`src/rtl/clk_src_sequencer.sv`:
```
// Clock-source switch sequencer: debounces the board select, holds the system in
// reset across the mux change and clkgen relock, and reverts or faults on lock timeout.
module clk_src_sequencer #(
   parameter int   DebounceCycles    = 16,
   parameter int   RstHoldCycles     = 8,
   parameter int   SettleCycles      = 4,
   parameter int   LockTimeoutCycles = 256,
   parameter int   ReleaseCycles     = 16,
   parameter logic SelReset          = 1'b0
) (
   input  logic clk_i,
   input  logic rst_i,
   input  logic sel_req_i,
   input  logic pll_locked_i,
   output logic clk_sel_o,
   output logic pll_rst_o,
   output logic sys_rst_o,
   output logic busy_o,
   output logic lock_err_o
);

   function automatic int max2(input int a, input int b);
      return (a > b) ? a : b;
   endfunction

   localparam int MaxCyc = max2(max2(max2(DebounceCycles, RstHoldCycles),
                                     max2(SettleCycles, LockTimeoutCycles)), ReleaseCycles);
   localparam int CW = $clog2(MaxCyc) + 1;

   typedef enum logic [2:0] {
      S_IDLE, S_DEBOUNCE, S_HOLD, S_SWITCH, S_LOCK, S_RELEASE, S_FAULT
   } state_t;

   logic   r_sel_meta, r_sel_s, r_lock_meta, r_lock_s;
   state_t r_state, w_state_nxt;
   logic [CW-1:0] r_cnt;
   logic   r_target, r_prev_sel, r_fault_sel, r_reverting, r_switching;
   logic   r_clk_sel, r_lock_err;
   logic   w_target_nxt, w_reverting_nxt, w_switching_nxt, w_err_set;
   logic   w_enter;

   // r_cnt holds cycles spent in the current state; it restarts at 0 on every entry
   always_comb begin
      w_state_nxt     = r_state;
      w_target_nxt    = r_target;
      w_reverting_nxt = r_reverting;
      w_switching_nxt = r_switching;
      w_err_set       = 1'b0;
      case (r_state)
         S_IDLE: begin
            if (!r_lock_s) begin
               w_state_nxt = S_LOCK;
            end else if (r_sel_s != r_clk_sel) begin
               w_state_nxt  = S_DEBOUNCE;
               w_target_nxt = r_sel_s;
            end
         end
         S_DEBOUNCE: begin
            if (r_sel_s != r_target) begin
               w_state_nxt = S_IDLE;
            end else if (r_cnt == CW'(DebounceCycles - 1)) begin
               w_state_nxt     = S_HOLD;
               w_switching_nxt = 1'b1;
            end
         end
         S_HOLD: begin
            if (r_cnt == CW'(RstHoldCycles - 1)) w_state_nxt = S_SWITCH;
         end
         S_SWITCH: begin
            if (r_cnt == CW'(SettleCycles - 1)) w_state_nxt = S_LOCK;
         end
         S_LOCK: begin
            if (r_lock_s) begin
               w_state_nxt = S_RELEASE;
            end else if (r_cnt == CW'(LockTimeoutCycles - 1)) begin
               w_err_set = 1'b1;
               // Only one revert attempt per switch; boot or lock-loss timeouts go straight to FAULT
               if (!r_reverting && r_switching) begin
                  w_target_nxt    = r_prev_sel;
                  w_reverting_nxt = 1'b1;
                  w_state_nxt     = S_HOLD;
               end else begin
                  w_state_nxt = S_FAULT;
               end
            end
         end
         S_RELEASE: begin
            if (!r_lock_s) begin
               w_state_nxt = S_LOCK;
            end else if (r_cnt == CW'(ReleaseCycles - 1)) begin
               w_state_nxt     = S_IDLE;
               w_reverting_nxt = 1'b0;
               w_switching_nxt = 1'b0;
            end
         end
         S_FAULT: begin
            if (r_sel_s != r_fault_sel) begin
               w_target_nxt    = r_sel_s;
               w_reverting_nxt = 1'b0;
               w_switching_nxt = 1'b1;
               w_state_nxt     = S_HOLD;
            end
         end
         default: w_state_nxt = S_LOCK;
      endcase
   end

   assign w_enter = (w_state_nxt != r_state);

   always_ff @(posedge clk_i) begin
      if (rst_i) begin
         r_sel_meta  <= 1'b0;
         r_sel_s     <= 1'b0;
         r_lock_meta <= 1'b0;
         r_lock_s    <= 1'b0;
         r_state     <= S_LOCK;
         r_cnt       <= '0;
         r_target    <= SelReset;
         r_prev_sel  <= SelReset;
         r_fault_sel <= SelReset;
         r_reverting <= 1'b0;
         r_switching <= 1'b0;
         r_clk_sel   <= SelReset;
         r_lock_err  <= 1'b0;
      end else begin
         r_sel_meta  <= sel_req_i;
         r_sel_s     <= r_sel_meta;
         r_lock_meta <= pll_locked_i;
         r_lock_s    <= r_lock_meta;
         r_state     <= w_state_nxt;
         r_cnt       <= w_enter ? '0 : r_cnt + CW'(1);
         r_target    <= w_target_nxt;
         r_reverting <= w_reverting_nxt;
         r_switching <= w_switching_nxt;
         if (w_enter && w_state_nxt == S_SWITCH) begin
            r_prev_sel <= r_clk_sel;
            r_clk_sel  <= r_target;
         end
         if (w_enter && w_state_nxt == S_FAULT) r_fault_sel <= r_sel_s;
         if (w_err_set) r_lock_err <= 1'b1;
      end
   end

   assign clk_sel_o  = r_clk_sel;
   assign lock_err_o = r_lock_err;
   assign pll_rst_o  = (r_state == S_SWITCH);
   assign sys_rst_o  = !(r_state == S_IDLE || r_state == S_DEBOUNCE);
   assign busy_o     = !(r_state == S_IDLE || r_state == S_FAULT);

endmodule
```
`config.mk`:
```
export PLATFORM = sky130hd
export DESIGN_NAME = clk_src_sequencer
export DESIGN_NICKNAME = d
export VERILOG_FILES = /design/src/rtl/clk_src_sequencer.sv
export SDC_FILE = /design/constraint.sdc
export NUM_CORES = 1
export LEC_CHECK = 0
export CORE_UTILIZATION = 45
export CTS_CLUSTER_SIZE = 10
export DETAILED_ROUTE_END_ITERATION = 16
export PLACE_DENSITY_LB_ADDON = 0.12
export RECOVER_POWER = 25
export SLEW_MARGIN = 25
export SYNTH_ARGS = -nofsm -noshare
export SYNTH_HDL_FRONTEND = slang
export SYNTH_SLANG_ARGS = --single-unit
```
`constraint.sdc`:
```
create_clock -name clk_i -period 5.5 [get_ports clk_i]
set_clock_uncertainty 0.1 [all_clocks]
set_input_delay 1.1 -clock clk_i [delete_from_list [all_inputs] [get_ports clk_i]]
set_output_delay 1.1 -clock clk_i [all_outputs]
set_load 0.01 [all_outputs]
```
==> impl_results.md <==
* Status: complete, no violations
* Core area at 0.002567 mm2
* Setup CP Type: register to primary output
* Yosys reg bits at 23
* Final Power at 278.6 uW
* Clock transition at path regs at 130 ps
* Chip width at 54.94 um
* Slowest cell on crit path: dfxtp_1
* Startpoint type of the worst setup path: register
* Most common cell on crit path: inv_1
* Final WS setup at 2296 ps
* First-pass GRT wire length at 4443 um
* Worst Path Arrival at 2000 ps
* Post-synth EDFFs at 0
* Fin area at 0.001380 mm2
* Max-cap viol count at 0
* Final hold violations at 0
* Worst endpoint required time at 4300 ps
* Via count at 1107
* Fillers at 265
* GRT Util Overall at 0.2114
* Cell Rows at 18
* # Post-CTS Setup Buffers at 0
* Post_cts resized at 0
* Setup TNS at 0 ps
* Slew @ Worst Pin at 549.0 ps
* RD Place Congestion at 0.8834
* Number of port buffers at 8
* DRT Pass-1 Iters at 4
* Critical Path Fanout Max at 17
* CTS tree: built
* Max stage delay on crit path at 670 ps
* Fraction of layout cells with a size suffix above 1 at 0.08750
* Starting DRT DRC Count at 44
* Clock sinks at 23
* Initial antenna violation count at 0
* Clock latency on the worst-skew pair at 320 ps
* Total gr overflow at 0
* Pleak at 0.5354 nW
* Post-CTS Hold Fix Bufs at 0
* Worst Hold Class: register to register
* Number of global-route vias before repair at 963
* Count of cell types in the netlist at 42
* Dpl ws at 2717 ps
* Synth warnings at 0
* ANT nets after route at 0
* H-tree level count at 1
* Minimum clock period at 3204 ps
* Syn Nets at 161
* Area after DPL at 0.001353 mm2
* Final wirelength at 2690 um
* Asr flop ratio synth at 0
* I/O pin count at 9
* DP Wirelength at 1897 um
* # nets final at 168
* Largest net degree at the start of global routing at 18
* Area of the mapped netlist at 0.001261 mm2
* Final period util at 0.5825
* Crit path cell chain: inv_1 > nand3_1 > inv_1 > clkdlybuf4s50_1
* Part of the Yosys area used for sequential elements at 0.3651
* CTS max path bufs at 2
* Peak supply drop at 0.1665 mV
* Syn Area/Cell at 8.190 um2
* Finished Core Util at 0.5375
* Routed vias/inst at 5.826
* Synth Instances at 154
* Pwr/cell area at 201.9 mW/mm2
* Area of the multi-input gates at 752.0 um2
* Final setup fails at 0
* Wire per inst at 14.16 um
* Synthesis-to-finish area growth at 9.424%
* Max-slew headroom at 0.6246
* Root buffer cell: clkbuf_4
* RSZ-0062 raised after global routing: false
* Synth Flop Type: dfxtp_1
* DRC at 0
* Flip-flop and latch area at 460.4 um2
* Initial core utilization at 0.4912
* Pins Over Slew Limit at 0
* FMAX at 312.1 MHz
* CTS buffer count at 3
* DIE HEIGHT at 54.94 um
* N_diodes at 0
* Die Area at 0.003018 mm2
* Worst Setup End Kind: primary output
power by group:
part | internal (mW) | switching [mW] | total (mW)
logic | 0.00999 | 0.0122 | 0.0222
clock network | 0.0273 | 0.0535 | 0.0808
registers | 0.171 | 0.00478 | 0.176
total | 0.208 | 0.0705 | 0.279
per-stage QoR:
step           hold WS (ps)  cells
2_1_floorplan         313.8    154
3_3_place_gp          317.2    186
3_5_place_dp          321.8    186
4_1_cts               352.7    190
5_1_grt               384.4    190
6_report              351.7    190
flip-flops by register name, indices dropped and copies added (netlist names):
| register | count |
|---|---|
| r_target | 1 |
| r_lock_s | 1 |
| r_reverting | 1 |
| lock_err_o | 1 |
| r_sel_s | 1 |
| r_switching | 1 |
| r_cnt | 9 |
| r_lock_meta | 1 |
| r_sel_meta | 1 |
| clk_sel_o | 1 |
| r_fault_sel | 1 |
| r_state | 3 |
| r_prev_sel | 1 |
layout by cell type (no fill, tap or decap), drive strengths merged, types with 2 or more instances in the layout:
cell	instances
nand2b	2
o21ai	4
ha	3
xor2	5
nor2	26
nor2b	7
and3	2
nand3	8
inv	6
a21oi	8
nor3	5
clkbuf	3
a31oi	2
nor4	2
mux2i	4
dfxtp	23
clkdlybuf4s50	7
xnor2	4
nand2	14
mux2	2
a22oi	2
a41oi	2
synth_stat cells, types with 2 or more instances:
cell	instances	area, um2
a21oi_1	8	40.04
a22oi_1	2	15.01
a31oi_1	2	12.51
a41oi_1	2	17.52
clkbuf_1	5	18.77
dfxtp_1	23	460.4
ha_1	3	37.54
inv_1	6	22.52
mux2_2	2	22.52
mux2i_1	4	40.04
nand2_1	14	52.55
nand2b_1	2	12.51
nand3_1	7	35.03
nor2_1	26	97.59
nor2b_1	7	43.79
nor3_1	4	20.02
nor4_1	2	12.51
o21ai_0	4	20.02
xnor2_1	4	35.03
xor2_1	5	43.79
cell type report:
| class | count | area share |
|---|---|---|
| sequential | 23 | 0.3336 |
| clock inverter | 1 | 0.003626 |
| clock buffer | 3 | 0.01632 |
| multi-input combinational | 119 | 0.5449 |
| inverter | 6 | 0.01632 |
| timing repair buffer | 8 | 0.05802 |
| tap | 30 | 0.02720 |
worst max-delay path: cells and delay by family, from the launching register on:
| family | cells | cell delay [ps] |
|---|---|---|
| and+or+nand+nor | 1 | 180 |
| DFF | 1 | 670 |
| buffers and inverters | 3 | 840 |
layer usage:
| metal | up-vias | global-route usage | routed length (um) |
|---|---|---|---|
| met3 | 10 | 0.06284 | 160 |
| li1 | 553 | - | - |
| met4 | 0 | 0.1167 | 87 |
| met2 | 39 | 0.3032 | 1124 |
| met5 | - | 0 | 0 |
| met1 | 505 | 0.2809 | 1316 |
final timing paths:
path	start	endpoint	slack (ps)	depth (start not counted)
worst max register to register	r_cnt[0]$_SDFF_PP0_	r_fault_sel$_SDFFE_PP0P_	2700	11
worst max-delay path	r_state[2]$_SDFF_PP1_	pll_rst_o	2300	4
worst min-delay path	r_sel_meta$_SDFF_PP0_	r_sel_s$_SDFF_PP0_	350	1
worst min register to register	r_sel_meta$_SDFF_PP0_	r_sel_s$_SDFF_PP0_	350	1
cell families after synthesis:
| kind of cell | after synthesis | synth area share |
|---|---|---|
| simple gates | 73 | 0.3026 |
| flops | 23 | 0.3651 |
| buf+inv | 12 | 0.03869 |
| xor+xnor | 9 | 0.06250 |
| fa+ha+maj | 3 | 0.02977 |
| mux | 6 | 0.04960 |
| compound gates | 28 | 0.1518 |
No activity file was read; power rests on OpenSTA's default activity.
